--- config.mk ---
export PLATFORM = sky130hd
export DESIGN_NAME = control_unit
export DESIGN_NICKNAME = d
export VERILOG_FILES = /design/src/rtl/control_signals_pkg.sv /design/src/rtl/control_unit_alu_decoder.sv /design/src/rtl/control_unit.sv
export SDC_FILE = /design/constraint.sdc
export NUM_CORES = 1
export LEC_CHECK = 0
export CORE_MARGIN = 1
export CORE_UTILIZATION = 30
export DETAILED_ROUTE_END_ITERATION = 10
export PLACE_DENSITY = 0.65
export SLEW_MARGIN = 10
export SYNTH_ARGS = -nofsm -noshare
export SYNTH_HDL_FRONTEND = slang
export SYNTH_HIERARCHICAL = 1
export SYNTH_SLANG_ARGS = --single-unit
--- constraint.sdc ---
create_clock -name clock -period 5.8 [get_ports clock]
set_input_delay 1.45 -clock clock [delete_from_list [all_inputs] [get_ports clock]]
set_output_delay 1.45 -clock clock [all_outputs]
set_load 0.005 [all_outputs]
--- src/rtl/control_signals_pkg.sv ---
// Shared encodings for the single-cycle MIPS main decoder: control bus layout,
// selector enums, opcode/funct codes and the reference 9-bit control words.
package control_signals;

  localparam int unsigned OPCODE_W = 6;
  localparam int unsigned FUNCT_W  = 6;
  localparam int unsigned WORD_W   = 9;
  localparam int unsigned ALU_W    = 3;

  typedef enum logic [1:0] {
    WA_RT  = 2'b00,
    WA_RD  = 2'b01,
    WA_R31 = 2'b10
  } sel_wa_e;

  typedef enum logic [1:0] {
    RES_ALU  = 2'b00,
    RES_DMEM = 2'b01,
    RES_PC4  = 2'b10
  } sel_result_e;

  typedef enum logic [1:0] {
    PC_PLUS4  = 2'b00,
    PC_BRANCH = 2'b01,
    PC_JUMP   = 2'b10,
    PC_RS     = 2'b11
  } sel_pc_e;

  typedef enum logic [ALU_W-1:0] {
    ALU_AND = 3'b000,
    ALU_OR  = 3'b001,
    ALU_ADD = 3'b010,
    ALU_SUB = 3'b110,
    ALU_SLT = 3'b111
  } alu_ctrl_e;

  // Coarse ALU request from the main decoder; FUNCT defers to the funct field.
  typedef enum logic [1:0] {
    ALUOP_ADD   = 2'b00,
    ALUOP_SUB   = 2'b01,
    ALUOP_FUNCT = 2'b10
  } alu_op_e;

  typedef struct packed {
    logic        rf_we;
    sel_wa_e     sel_wa;
    logic        sel_alu_b;
    logic        dmem_we;
    sel_result_e sel_result;
    sel_pc_e     sel_pc;
    alu_ctrl_e   alu_ctrl;
  } ControlBus;

  localparam logic [OPCODE_W-1:0] OP_RTYPE = 6'h00;
  localparam logic [OPCODE_W-1:0] OP_J     = 6'h02;
  localparam logic [OPCODE_W-1:0] OP_JAL   = 6'h03;
  localparam logic [OPCODE_W-1:0] OP_BEQ   = 6'h04;
  localparam logic [OPCODE_W-1:0] OP_ADDI  = 6'h08;
  localparam logic [OPCODE_W-1:0] OP_LW    = 6'h23;
  localparam logic [OPCODE_W-1:0] OP_SW    = 6'h2B;

  localparam logic [FUNCT_W-1:0] F_JR  = 6'h08;
  localparam logic [FUNCT_W-1:0] F_ADD = 6'h20;
  localparam logic [FUNCT_W-1:0] F_SUB = 6'h22;
  localparam logic [FUNCT_W-1:0] F_AND = 6'h24;
  localparam logic [FUNCT_W-1:0] F_OR  = 6'h25;
  localparam logic [FUNCT_W-1:0] F_SLT = 6'h2A;

  // {rf_we, sel_wa, sel_alu_b, dmem_we, sel_result, sel_pc}
  localparam logic [WORD_W-1:0] NOPc   = 9'b0_00_0_0_00_00;
  localparam logic [WORD_W-1:0] LWc    = 9'b1_00_1_0_01_00;
  localparam logic [WORD_W-1:0] SWc    = 9'b0_00_1_1_00_00;
  localparam logic [WORD_W-1:0] ADDIc  = 9'b1_00_1_0_00_00;
  localparam logic [WORD_W-1:0] Jc     = 9'b0_00_0_0_00_10;
  localparam logic [WORD_W-1:0] JALc   = 9'b1_10_0_0_10_10;
  localparam logic [WORD_W-1:0] BEQNc  = 9'b0_00_0_0_00_00;
  localparam logic [WORD_W-1:0] BEQYc  = 9'b0_00_0_0_00_01;
  localparam logic [WORD_W-1:0] RTYPEc = 9'b1_01_0_0_00_00;
  localparam logic [WORD_W-1:0] JRc    = 9'b0_00_0_0_00_11;

  function automatic ControlBus make_bus(input logic [WORD_W-1:0] word,
                                         input alu_ctrl_e alu);
    return ControlBus'({word, alu});
  endfunction

endpackage

--- src/rtl/control_unit_alu_decoder.sv ---
// ALU decoder: turns the coarse ALU request plus R-type funct into alu_ctrl,
// and flags whether funct is one of the supported arithmetic/logic codes.
module alu_decoder
  import control_signals::*;
(
  input  logic [FUNCT_W-1:0] funct_i,
  input  alu_op_e            alu_op_i,
  output alu_ctrl_e          alu_ctrl_o,
  output logic               funct_ok_o
);

  alu_ctrl_e funct_ctrl_c;

  always_comb begin
    funct_ok_o   = 1'b1;
    funct_ctrl_c = ALU_ADD;
    case (funct_i)
      F_ADD:   funct_ctrl_c = ALU_ADD;
      F_SUB:   funct_ctrl_c = ALU_SUB;
      F_AND:   funct_ctrl_c = ALU_AND;
      F_OR:    funct_ctrl_c = ALU_OR;
      F_SLT:   funct_ctrl_c = ALU_SLT;
      default: funct_ok_o   = 1'b0;
    endcase

    case (alu_op_i)
      ALUOP_SUB:   alu_ctrl_o = ALU_SUB;
      ALUOP_FUNCT: alu_ctrl_o = funct_ctrl_c;
      default:     alu_ctrl_o = ALU_ADD;
    endcase
  end

endmodule

--- src/rtl/control_unit.sv ---
// Main decoder of the single-cycle MIPS core: combinational control bus from
// {opcode, funct, zero}, plus a sticky flag recording any unsupported decode.
module control_unit
  import control_signals::*;
(
  input  logic                clock,
  input  logic                reset_n,
  input  logic [OPCODE_W-1:0] opcode,
  input  logic [FUNCT_W-1:0]  funct,
  input  logic                zero,
  output ControlBus           control_bus,
  output logic                illegal_op
);

  logic [WORD_W-1:0] word_c;
  alu_op_e           alu_op_c;
  alu_ctrl_e         alu_ctrl_c;
  logic              funct_ok_c;
  logic              illegal_c;
  logic              illegal_d;
  logic              illegal_q;

  alu_decoder u_alu_decoder (
    .funct_i   (funct),
    .alu_op_i  (alu_op_c),
    .alu_ctrl_o(alu_ctrl_c),
    .funct_ok_o(funct_ok_c)
  );

  // Unsupported encodings fall through as a NOP with PC+4 and no writes.
  always_comb begin
    word_c    = NOPc;
    alu_op_c  = ALUOP_ADD;
    illegal_c = 1'b0;
    case (opcode)
      OP_LW:   word_c = LWc;
      OP_SW:   word_c = SWc;
      OP_ADDI: word_c = ADDIc;
      OP_J:    word_c = Jc;
      OP_JAL:  word_c = JALc;
      OP_BEQ: begin
        word_c   = zero ? BEQYc : BEQNc;
        alu_op_c = ALUOP_SUB;
      end
      OP_RTYPE: begin
        if (funct == F_JR) begin
          word_c = JRc;
        end else if (funct_ok_c) begin
          word_c   = RTYPEc;
          alu_op_c = ALUOP_FUNCT;
        end else begin
          illegal_c = 1'b1;
        end
      end
      default: illegal_c = 1'b1;
    endcase
  end

  assign control_bus = make_bus(word_c, alu_ctrl_c);

  assign illegal_d = illegal_q | illegal_c;

  always_ff @(posedge clock or negedge reset_n) begin
    if (!reset_n) begin
      illegal_q <= 1'b0;
    end else begin
      illegal_q <= illegal_d;
    end
  end

  assign illegal_op = illegal_q;

endmodule

==> flow_summary_export.csv, run 1 <==
group,metric,value,unit
placed_design,hpwl,986,um
power,p_sw,0.0000136,W
global_route,grt_max_degree,12,
cells_and_area,fillCellCount,121,
synthesis,synth_cell_types,35,
synthesis,synth_top_area_cell,"nand4bb_1",
power,p_int,0.0000251,W
power,powerDensity,51.5,nW/um^2
synthesis,ys_async_sr_fraction,100,%
timing,slew_headroom,75.9,%
hold_path,hold_path.startpoint,"illegal_op",
placed_design,gp_congestion,0.680,
timing,hold_violations,0,
power,power.leakage,0.256,nW
clock_tree,hold_buffers,0,
timing,hold_ws,0.483,ns
detailed_routing,drt_iter0_markers,6,
synthesis,synth-seq-cells,1,
floorplanning,start_util,33.3,%
floorplanning,dieArea,1640,sq um
critical_path,critPathSlowestCell,"clkdlybuf4s50_1",
floorplanning,die_width,40.5,um
synthesis,synth_common_cells,"inv_1 (5), nor2_1 (4), nor3_1 (4), nor4_1 (4)",
power,irDropWorstVdd,23.0,uV
synthesis,synth_top_area_share,7.61,%
floorplanning,core,1330,sq um
critical_path,rr_worst_depth,2,
power,seqPwrFrac,18.4,%
critical_path,r2r_setup_slack,5.00,ns
critical_path,cp_max_fo,3,
detailed_routing,wl,1.18,mm
floorplanning,rows,13,
timing,maxSlewViolCount,0,
synthesis,ys.flop_type,"dfrtp_1",
synthesis,ys_seq_area_share,5.63,%
cells_and_area,layout-drive-gt1-share,14.0,%
placed_design,dp_slack,0.189,ns
critical_path,cpLargestDelayFamily,"buffers and inverters",
timing,setup-tns-final,0,ns
detailed_routing,drt-vias-per-instance,5.31,
global_route,grt_use_total,15.8,%
synthesis,syn_inst,60,
power,power.share.switching,35.1,%
placed_design,dp.cells,101,
timing,fin_crit,5.53,ns
critical_path,timing.rr.start,"illegal_op",
detailed_routing,drc,0,
cells_and_area,largest_reg_flops,1,
timing,fmax,181,MHz
synthesis,syn_avg_cell_area,7.40,sq um
detailed_routing,postRouteAntennaNets,0,
flow_run,cap_violations,0,
cells_and_area,n_antenna_cell,0,
detailed_routing,vias,536,
cells_and_area,num-nets-final,105,
detailed_routing,dr.pass1.iters,4,
synthesis,synth_edf_count,0,
critical_path,path_class,"primary input to primary output",
critical_path,r2r_end,"illegal_op",
critical_path,path_common_cell,"clkdlybuf4s50_1",
placed_design,port_buffers,27,
global_route,grt_pass1_wl,1.84,mm
timing,worstMarginPinSlew,0.353,ns
timing,clock_skew,0,ns
floorplanning,die_y,40.5,um
critical_path,cp-start-kind,"primary input",
synthesis,syn-num-nets,77,
hold_path,min_path_cells,2,
global_route,grt.overflow.total,0,
clock_tree,post_cts_buffers,0,
synthesis,synth_area_leaders,"nand4bb_1 (7.6%), dfrtp_1 (5.6%), ha_1 (5.6%), nor4_1 (5.6%), nor4b_4 (5.4%)",
floorplanning,ios,28,
synthesis,yosysMostFrequentCell,"inv_1",
detailed_routing,route.detailed.wl_per_inst,11.6,um
hold_path,hold_end,"illegal_op",
critical_path,critPathRequiredTime,4.35,ns
power,power_frac_comb,81.6,%
power,pwr-share-clk,0,%
timing,setup_viol_count_final,0,
timing,rsz0062_at_grt,"no",
critical_path,cp_slowest_stage_delay,0.52,ns
outcome,outcome,"finished, final reports clean",
timing,finalCritPeriodShare,95.3,%
synthesis,yosysWarnings,6,
clock_tree,clk_pin_slew,0,ns
critical_path,crit_arrival,4.08,ns
global_route,grt_pass1_vias,449,
cells_and_area,instances_no_fill,101,
critical_path,endpoint_kind,"primary output",
cells_and_area,syn2layout_area_growth,69.0,%
synthesis,post_synth_instance_area,444,sq um
critical_path,worst-path-buf-inv,2,
clock_tree,clock_latency,0,ns
timing,worst_slack,0.272,ns
hold_path,hp-class,"flip-flop to flip-flop",
critical_path,worstPathCellList,"clkdlybuf4s50_1 -> mux2_4 -> nor4b_4 -> o21ai_1 -> nor4_2 -> ha_1 -> nand4bb_1 -> a21oi_1 -> clkdlybuf4s50_1",
global_route,antenna_found_initial,0,
metal layers:
metal  track usage (%)  share of wire (%)  routed length [um]
met5                 0                  0                   0
met1              17.6                 43                 503
met4                 0                  0                   0
met2              33.3                 51                 602
met3             0.556                5.9                  69
how the worst max path moves through the flow:
stage / start / endpoint / slack [ns] / cells past startpoint
floorplan: opcode[1] / control_bus[0] / 1.17 / 7
global placement: funct[2] / control_bus[0] / 0.25 / 9
detailed placement: funct[1] / control_bus[0] / 0.19 / 9
CTS: funct[1] / control_bus[0] / 0.18 / 9
global route: funct[2] / control_bus[1] / 0.03 / 10
finish: funct[2] / control_bus[0] / 0.27 / 9
cells in the final DEF, fill, tap and decap left out, drive strengths merged:
cell / instances
nand4bb: 3
nor4b: 1
a2bb2oi: 1
nand3: 1
ha: 2
nor4: 4
inv: 5
nand2b: 1
or3: 1
nand2: 2
mux2: 1
dlymetal6s2s: 1
a211oi: 2
nor4bb: 1
clkdlybuf4s50: 26
o21ai: 1
dfrtp: 1
a2111oi: 1
or4: 3
and2b: 1
nor2: 4
and3: 2
o21a: 1
nor3: 4
buf: 5
nor3b: 1
o211ai: 1
or3b: 1
o22ai: 1
a311oi: 1
a31oi: 1
nor2b: 2
a21oi: 3
worst register-to-register path: cells and delay by family (launching register included):
kind,cells,cell delay (ns)
flops,1,0.35
simple gates,1,0.10
compound gates,1,0.22
through the flow:
step | util [%] | instance area [sq um] | power [W]
6_report | 56.3 | 751 | 0.0000387
5_1_grt | 56.3 | 751 | 0.0000415
4_1_cts | 55.6 | 742 | 0.0000386
3_5_place_dp | 55.6 | 742 | 0.0000386
3_3_place_gp | 55.6 | 742 | 0.0000384
2_1_floorplan | - | 444 | 0.0000216
power groups by stage:
stage	clock network (W)	logic, W	registers (W)
after floorplan	0	0.0000145	0.00000711
after global placement	0	0.0000313	0.00000710
after detailed placement	0	0.0000315	0.00000710
after CTS	0	0.0000315	0.00000710
after global routing	0	0.0000344	0.00000710
final	0	0.0000316	0.00000710
what timing repair did:
action                                 in CTS  in global routing
setup endpoints to repair                   0                  3
endpoints found under the hold margin       0                  0
resized for setup                           0                  3
cells by family (layout without fill, tap and decap cells):
logic type,Yosys count,in the layout,share of synthesized area [%]
buffers and inverters,11,37,10.7
muxes,1,1,3.38
and+or+nand+nor,32,32,52.1
AOI/OAI and AO/OA,13,13,22.5
DFF,1,1,5.63
adders and majority gates,2,2,5.63
layout make-up:
cell class	count	area, sq um	share of cell area, %
Timing Repair Buffer	32	310	41.3
Inverter	5	18.8	2.50
Sequential cell	1	25.0	3.33
Tap cell	15	18.8	2.50
Multi-Input combinational cell	48	378	50.3
Note: power is estimated with default switching activity, not from simulation.
==> run 2, diff against run 1 <==
--- a/constraint.sdc
+++ b/constraint.sdc
@@ -3,2 +3,2 @@
 set_output_delay 1.45 -clock clock [all_outputs]
-set_load 0.005 [all_outputs]
+set_load 0.05 [all_outputs]
==> flow_summary_export.csv, run 2 (synthesis results as in run 1) <==
group,metric,value,unit
critical_path,setup.worst_path.start,"funct[2]",
detailed_routing,drc,0,
clock_tree,clock_latency,0,ns
global_route,grt_max_degree,12,
placed_design,port_buffers,27,
detailed_routing,route.detailed.wl_per_inst,12.0,um
global_route,grt.overflow.total,0,
detailed_routing,vias,530,
detailed_routing,drt-vias-per-instance,5.35,
global_route,grt_pass1_wl,1.80,mm
floorplanning,start_util,33.3,%
critical_path,cp_max_fo,6,
timing,rsz0062_at_grt,"no",
power,irDropWorstVdd,26.8,uV
timing,fmax,182,MHz
global_route,grt_use_total,15.4,%
detailed_routing,postRouteAntennaNets,0,
placed_design,gp_congestion,0.663,
floorplanning,die_y,40.5,um
global_route,grt_pass1_vias,436,
timing,worstMarginPinSlew,0.494,ns
critical_path,crit_arrival,4.04,ns
cells_and_area,n_antenna_cell,0,
critical_path,r2r_setup_slack,5.00,ns
cells_and_area,layout-drive-gt1-share,14.3,%
critical_path,path_class,"primary input to primary output",
global_route,antenna_found_initial,0,
timing,slew_headroom,67.0,%
timing,hold_violations,0,
clock_tree,post_cts_buffers,0,
cells_and_area,final_cell_mix,"clkdlybuf4s50_1 (24), inv_1 (5)",
detailed_routing,drt_iter0_markers,2,
cells_and_area,num-nets-final,103,
power,p_total,0.0000410,W
clock_tree,cts_resized,0,
clock_tree,hold_buffers,0,
cells_and_area,multi_input_area,373,sq um
cells_and_area,largest_reg_flops,1,
critical_path,cp-start-kind,"primary input",
timing,finalCritPeriodShare,94.7,%
flow_run,cap_violations,0,
cells_and_area,fillCellCount,129,
cells_and_area,layout.cells.most_common,"clkdlybuf4s50_1",
critical_path,r2r_end,"illegal_op",
timing,maxSlewViolCount,0,
floorplanning,die_width,40.5,um
timing,setup-tns-final,0,ns
clock_tree,clk_pin_slew,0,ns
cells_and_area,syn2layout_area_growth,67.9,%
critical_path,critPathRequiredTime,4.35,ns
critical_path,worstSetupEndpoint,"control_bus[0]",
critical_path,rr_worst_depth,2,
critical_path,timing.rr.start,"illegal_op",
hold_path,hp-class,"flip-flop to flip-flop",
power,power.leakage,0.247,nW
power,powerDensity,55.0,nW/um^2
detailed_routing,wl,1.19,mm
timing,clock_skew,0,ns
timing,fin_crit,5.49,ns
floorplanning,core,1330,sq um
floorplanning,dieArea,1640,sq um
outcome,outcome,"finished, final reports clean",
cells_and_area,regArea,25.0,sq um
timing,setup_viol_count_final,0,
critical_path,endpoint_kind,"primary output",
floorplanning,ios,28,
detailed_routing,dr.pass1.iters,4,
placed_design,hpwl,955,um
floorplanning,rows,13,
## run 2: cell count changes in the layout (fill, tap and decap cells not counted), sizes merged
cell	before	now
clkdlybuf4s50	26	24
buf	5	6
dlymetal6s2s	1	0
## run 2: area by class of cell
cell class | instances | share of cell area, %
Tap cell | 15 | 2.52
Sequential cell | 1 | 3.36
Inverter | 5 | 2.52
Timing Repair Buffer | 30 | 41.6
Multi-Input combinational cell | 48 | 50.0
## run 2: worst min-delay path by stage
stage | slack [ns] | cells after the start | startpoint | endpoint
3_3_place_gp | 0.49 | 2 | illegal_op | illegal_op
3_5_place_dp | 0.50 | 2 | illegal_op | illegal_op
6_report | 0.49 | 2 | illegal_op | illegal_op
4_1_cts | 0.50 | 2 | illegal_op | illegal_op
5_1_grt | 0.52 | 2 | illegal_op | illegal_op
2_1_floorplan | 0.80 | 2 | illegal_op | illegal_op
## run 2: through the flow
stage          hold slack [ns]  worst slack, ns  std cells  instance area (sq um)  util [%]
4_1_cts                  0.496            0.297         99                    746      55.9
3_5_place_dp             0.496            0.310         99                    746      55.9
6_report                 0.486            0.309         99                    746      55.9
3_3_place_gp             0.491            0.376         99                    746      55.9
5_1_grt                  0.520            0.111         99                    746      55.9
2_1_floorplan            0.803            0.456         60                    445         -
## run 2: per-layer routing
metal	global-route usage (%)	share of wire (%)	up-vias
met4	0	0	0
met5	0	0	-
met1	18.3	44	229
li1	-	-	280
met2	31.3	49	21
met3	0.556	7.4	0
## run 2: where the power goes
group | leakage [nW] | switching (W) | internal, W
registers | 0.00875 | 0 | 0.00000710
logic | 0.238 | 0.0000163 | 0.0000176
clock network | 0 | 0 | 0
## run 2: worst max-delay path, stage by stage
cell	delay, ns
clkdlybuf4s50_1	0.56
mux2_4	0.33
nor4b_4	0.22
o21ai_0	0.19
nor4_1	0.28
ha_1	0.34
nand4bb_1	0.23
a21oi_1	0.26
buf_12	0.18
==> run 3, diff against run 2 <==
PLACE_DENSITY = 0.67   (was 0.65)
SYNTH_HIERARCHICAL = unset   (was 1)
==> flow_summary_export.csv, run 3 <==
group,metric,value,unit
outcome,outcome,"finished, final reports clean",
global_route,antenna_found_initial,0,
cells_and_area,layout.cells.most_common,"clkdlybuf4s50_1",
timing,fin_crit,5.32,ns
placed_design,placed_area,701,sq um
critical_path,r2r_end,"illegal_op",
synthesis,synth_area_leaders,"nor2b_1 (7.6%), nor2_1 (7.3%), dfrtp_1 (6.1%), ha_1 (6.1%), nor4b_4 (5.8%)",
timing,clock_skew,0,ns
synthesis,synth-seq-cells,1,
synthesis,yosysMostFrequentCell,"nor2_1",
critical_path,rr_worst_depth,1,
power,power.leakage,0.245,nW
hold_path,min_path_cells,1,
global_route,grt_max_degree,10,
floorplanning,die_width,39.0,um
timing,fmax,188,MHz
synthesis,ys_seq_area_share,6.10,%
synthesis,synth_simple_gate_area_share,51.8,%
critical_path,path_class,"primary input to primary output",
cells_and_area,num-nets-final,100,
timing,setup-tns-final,0,ns
global_route,grt_pass1_vias,385,
critical_path,cp_max_fo,8,
critical_path,worstPathCellList,"clkdlybuf4s50_1 -> or4_4 -> a211oi_4 -> nor2b_1 -> ha_1 -> and2_1 -> a31o_2 -> nor2b_1 -> buf_12",
cells_and_area,design_area,701,sq um
cells_and_area,n_antenna_cell,0,
timing,finalCritPeriodShare,91.7,%
cells_and_area,fillCellCount,119,
clock_tree,post_cts_buffers,0,
synthesis,synth_top_area_cell,"nor2b_1",
clock_tree,hold_buffers,0,
global_route,grt.overflow.total,0,
cells_and_area,syn2layout_area_growth,70.7,%
critical_path,cp_slowest_stage_delay,0.56,ns
timing,maxSlewViolCount,0,
synthesis,post_synth_instance_area,410,sq um
cells_and_area,fin_util,59.1,%
global_route,grt_use_total,14.7,%
clock_tree,cts_resized,0,
floorplanning,rows,12,
floorplanning,dieArea,1520,sq um
critical_path,cp-start-kind,"primary input",
clock_tree,clk_pin_slew,0,ns
cells_and_area,layout-drive-gt1-share,11.1,%
floorplanning,core,1190,sq um
critical_path,critPathSlowestCell,"or4_4",
synthesis,syn-num-nets,75,
timing,slew_headroom,66.6,%
synthesis,synth_common_cells,"nor2_1 (8), nand2_1 (5), nor2b_1 (5)",
synthesis,synth_edf_count,0,
synthesis,synthXorXnorAreaFrac,0,%
detailed_routing,drt-vias-per-instance,5.19,
synthesis,syn_avg_cell_area,7.08,sq um
floorplanning,ios,28,
synthesis,ys.flop_type,"dfrtp_1",
timing,worstMarginPinSlew,0.500,ns
detailed_routing,drc,0,
placed_design,hpwl,881,um
synthesis,muxShareOfSynthArea,2.44,%
detailed_routing,dr.pass1.iters,4,
timing,hold_violations,0,
timing,setup_viol_count_final,0,
synthesis,syn_inst,58,
power,powerDensity,52.3,nW/um^2
detailed_routing,wl,1.03,mm
power,irDropWorstVdd,37.9,uV
synthesis,synth_top_family_by_area,"simple AND/OR/NAND/NOR gates",
floorplanning,die_y,39.0,um
synthesis,synth-adder-area-share,6.10,%
critical_path,path_common_cell,"nor2b_1",
detailed_routing,route.detailed.wl_per_inst,10.9,um
synthesis,ys_async_sr_fraction,100,%
hold_path,hold_end,"illegal_op",
critical_path,endpoint_kind,"primary output",
timing,rsz0062_at_grt,"no",
detailed_routing,drt_iter0_markers,10,
hold_path,hp-class,"flip-flop to flip-flop",
detailed_routing,postRouteAntennaNets,0,
clock_tree,clock_latency,0,ns
flow_run,cap_violations,0,
synthesis,synth_top_area_share,7.62,%
placed_design,gp_congestion,0.797,
placed_design,port_buffers,27,
cells_and_area,largest_reg_flops,1,
cells_and_area,final_cell_mix,"clkdlybuf4s50_1 (24), nor2_1 (8), nor2b_1 (5), nand2_1 (5)",
global_route,grt_pass1_wl,1.66,mm
critical_path,r2r_setup_slack,4.97,ns
hold_path,hold_path.startpoint,"illegal_op",
synthesis,synth_compound_area_share,24.1,%
synthesis,synth_cell_types,31,
synthesis,yosysWarnings,0,
detailed_routing,vias,493,
floorplanning,start_util,34.6,%
critical_path,critPathRequiredTime,4.35,ns
critical_path,crit_arrival,3.87,ns
critical_path,timing.rr.start,"illegal_op",
run 3: cell type report:
cell class	count	area [sq um]	share of cell area, %
Inverter	3	11.3	1.61
Sequential cell	1	25.0	3.57
Tap cell	14	17.5	2.50
Multi-Input combinational cell	50	347	49.5
Timing Repair Buffer	27	300	42.9
run 3: how the worst max path moves through the flow:
stage,start,to
after detailed placement,opcode[2],control_bus[2]
final,opcode[2],control_bus[2]
after global placement,opcode[5],control_bus[0]
after global routing,opcode[2],control_bus[2]
after floorplan,opcode[3],control_bus[0]
after CTS,opcode[2],control_bus[2]
run 3: logic make-up (layout without fill, tap and decap cells):
logic type	Yosys count	after routing
simple gates	35	35
compound gates	12	12
buf+inv	7	30
fa+ha+maj	2	2
mux	1	1
flops	1	1
run 3: critical path, delay by kind of cell:
family                   cells  cell delay [ns]
AO/OA/AOI/OAI                2             0.43
adder cells (fa/ha/maj)      1             0.19
buffers and inverters        2             0.69
AND/OR/NAND/NOR              4             1.10
run 3: metal layers:
layer | part of all wire (%) | up-vias | wire (um) | global-route usage, %
met1 | 54 | 221 | 554 | 24.3
met5 | 0 | - | 0 | 0
met3 | 3.4 | 0 | 35 | 0
li1 | - | 260 | - | -
met2 | 43 | 12 | 440 | 22.1
met4 | 0 | 0 | 0 | 0
run 3: power by group:
part	switching (W)	internal, W
Combinational	0.0000150	0.0000145
Clock	0	0
Sequential	0	0.00000710
Total	0.0000150	0.0000216
run 3: through the flow:
stage / hold slack (ns) / power, W / worst slack (ns) / instances
2_1_floorplan: 0.796 / 0.0000222 / 0.738 / 58
3_3_place_gp: 0.465 / 0.0000365 / 0.500 / 95
3_5_place_dp: 0.471 / 0.0000366 / 0.461 / 95
4_1_cts: 0.476 / 0.0000367 / 0.458 / 95
5_1_grt: 0.490 / 0.0000391 / 0.299 / 95
6_report: 0.472 / 0.0000366 / 0.479 / 95
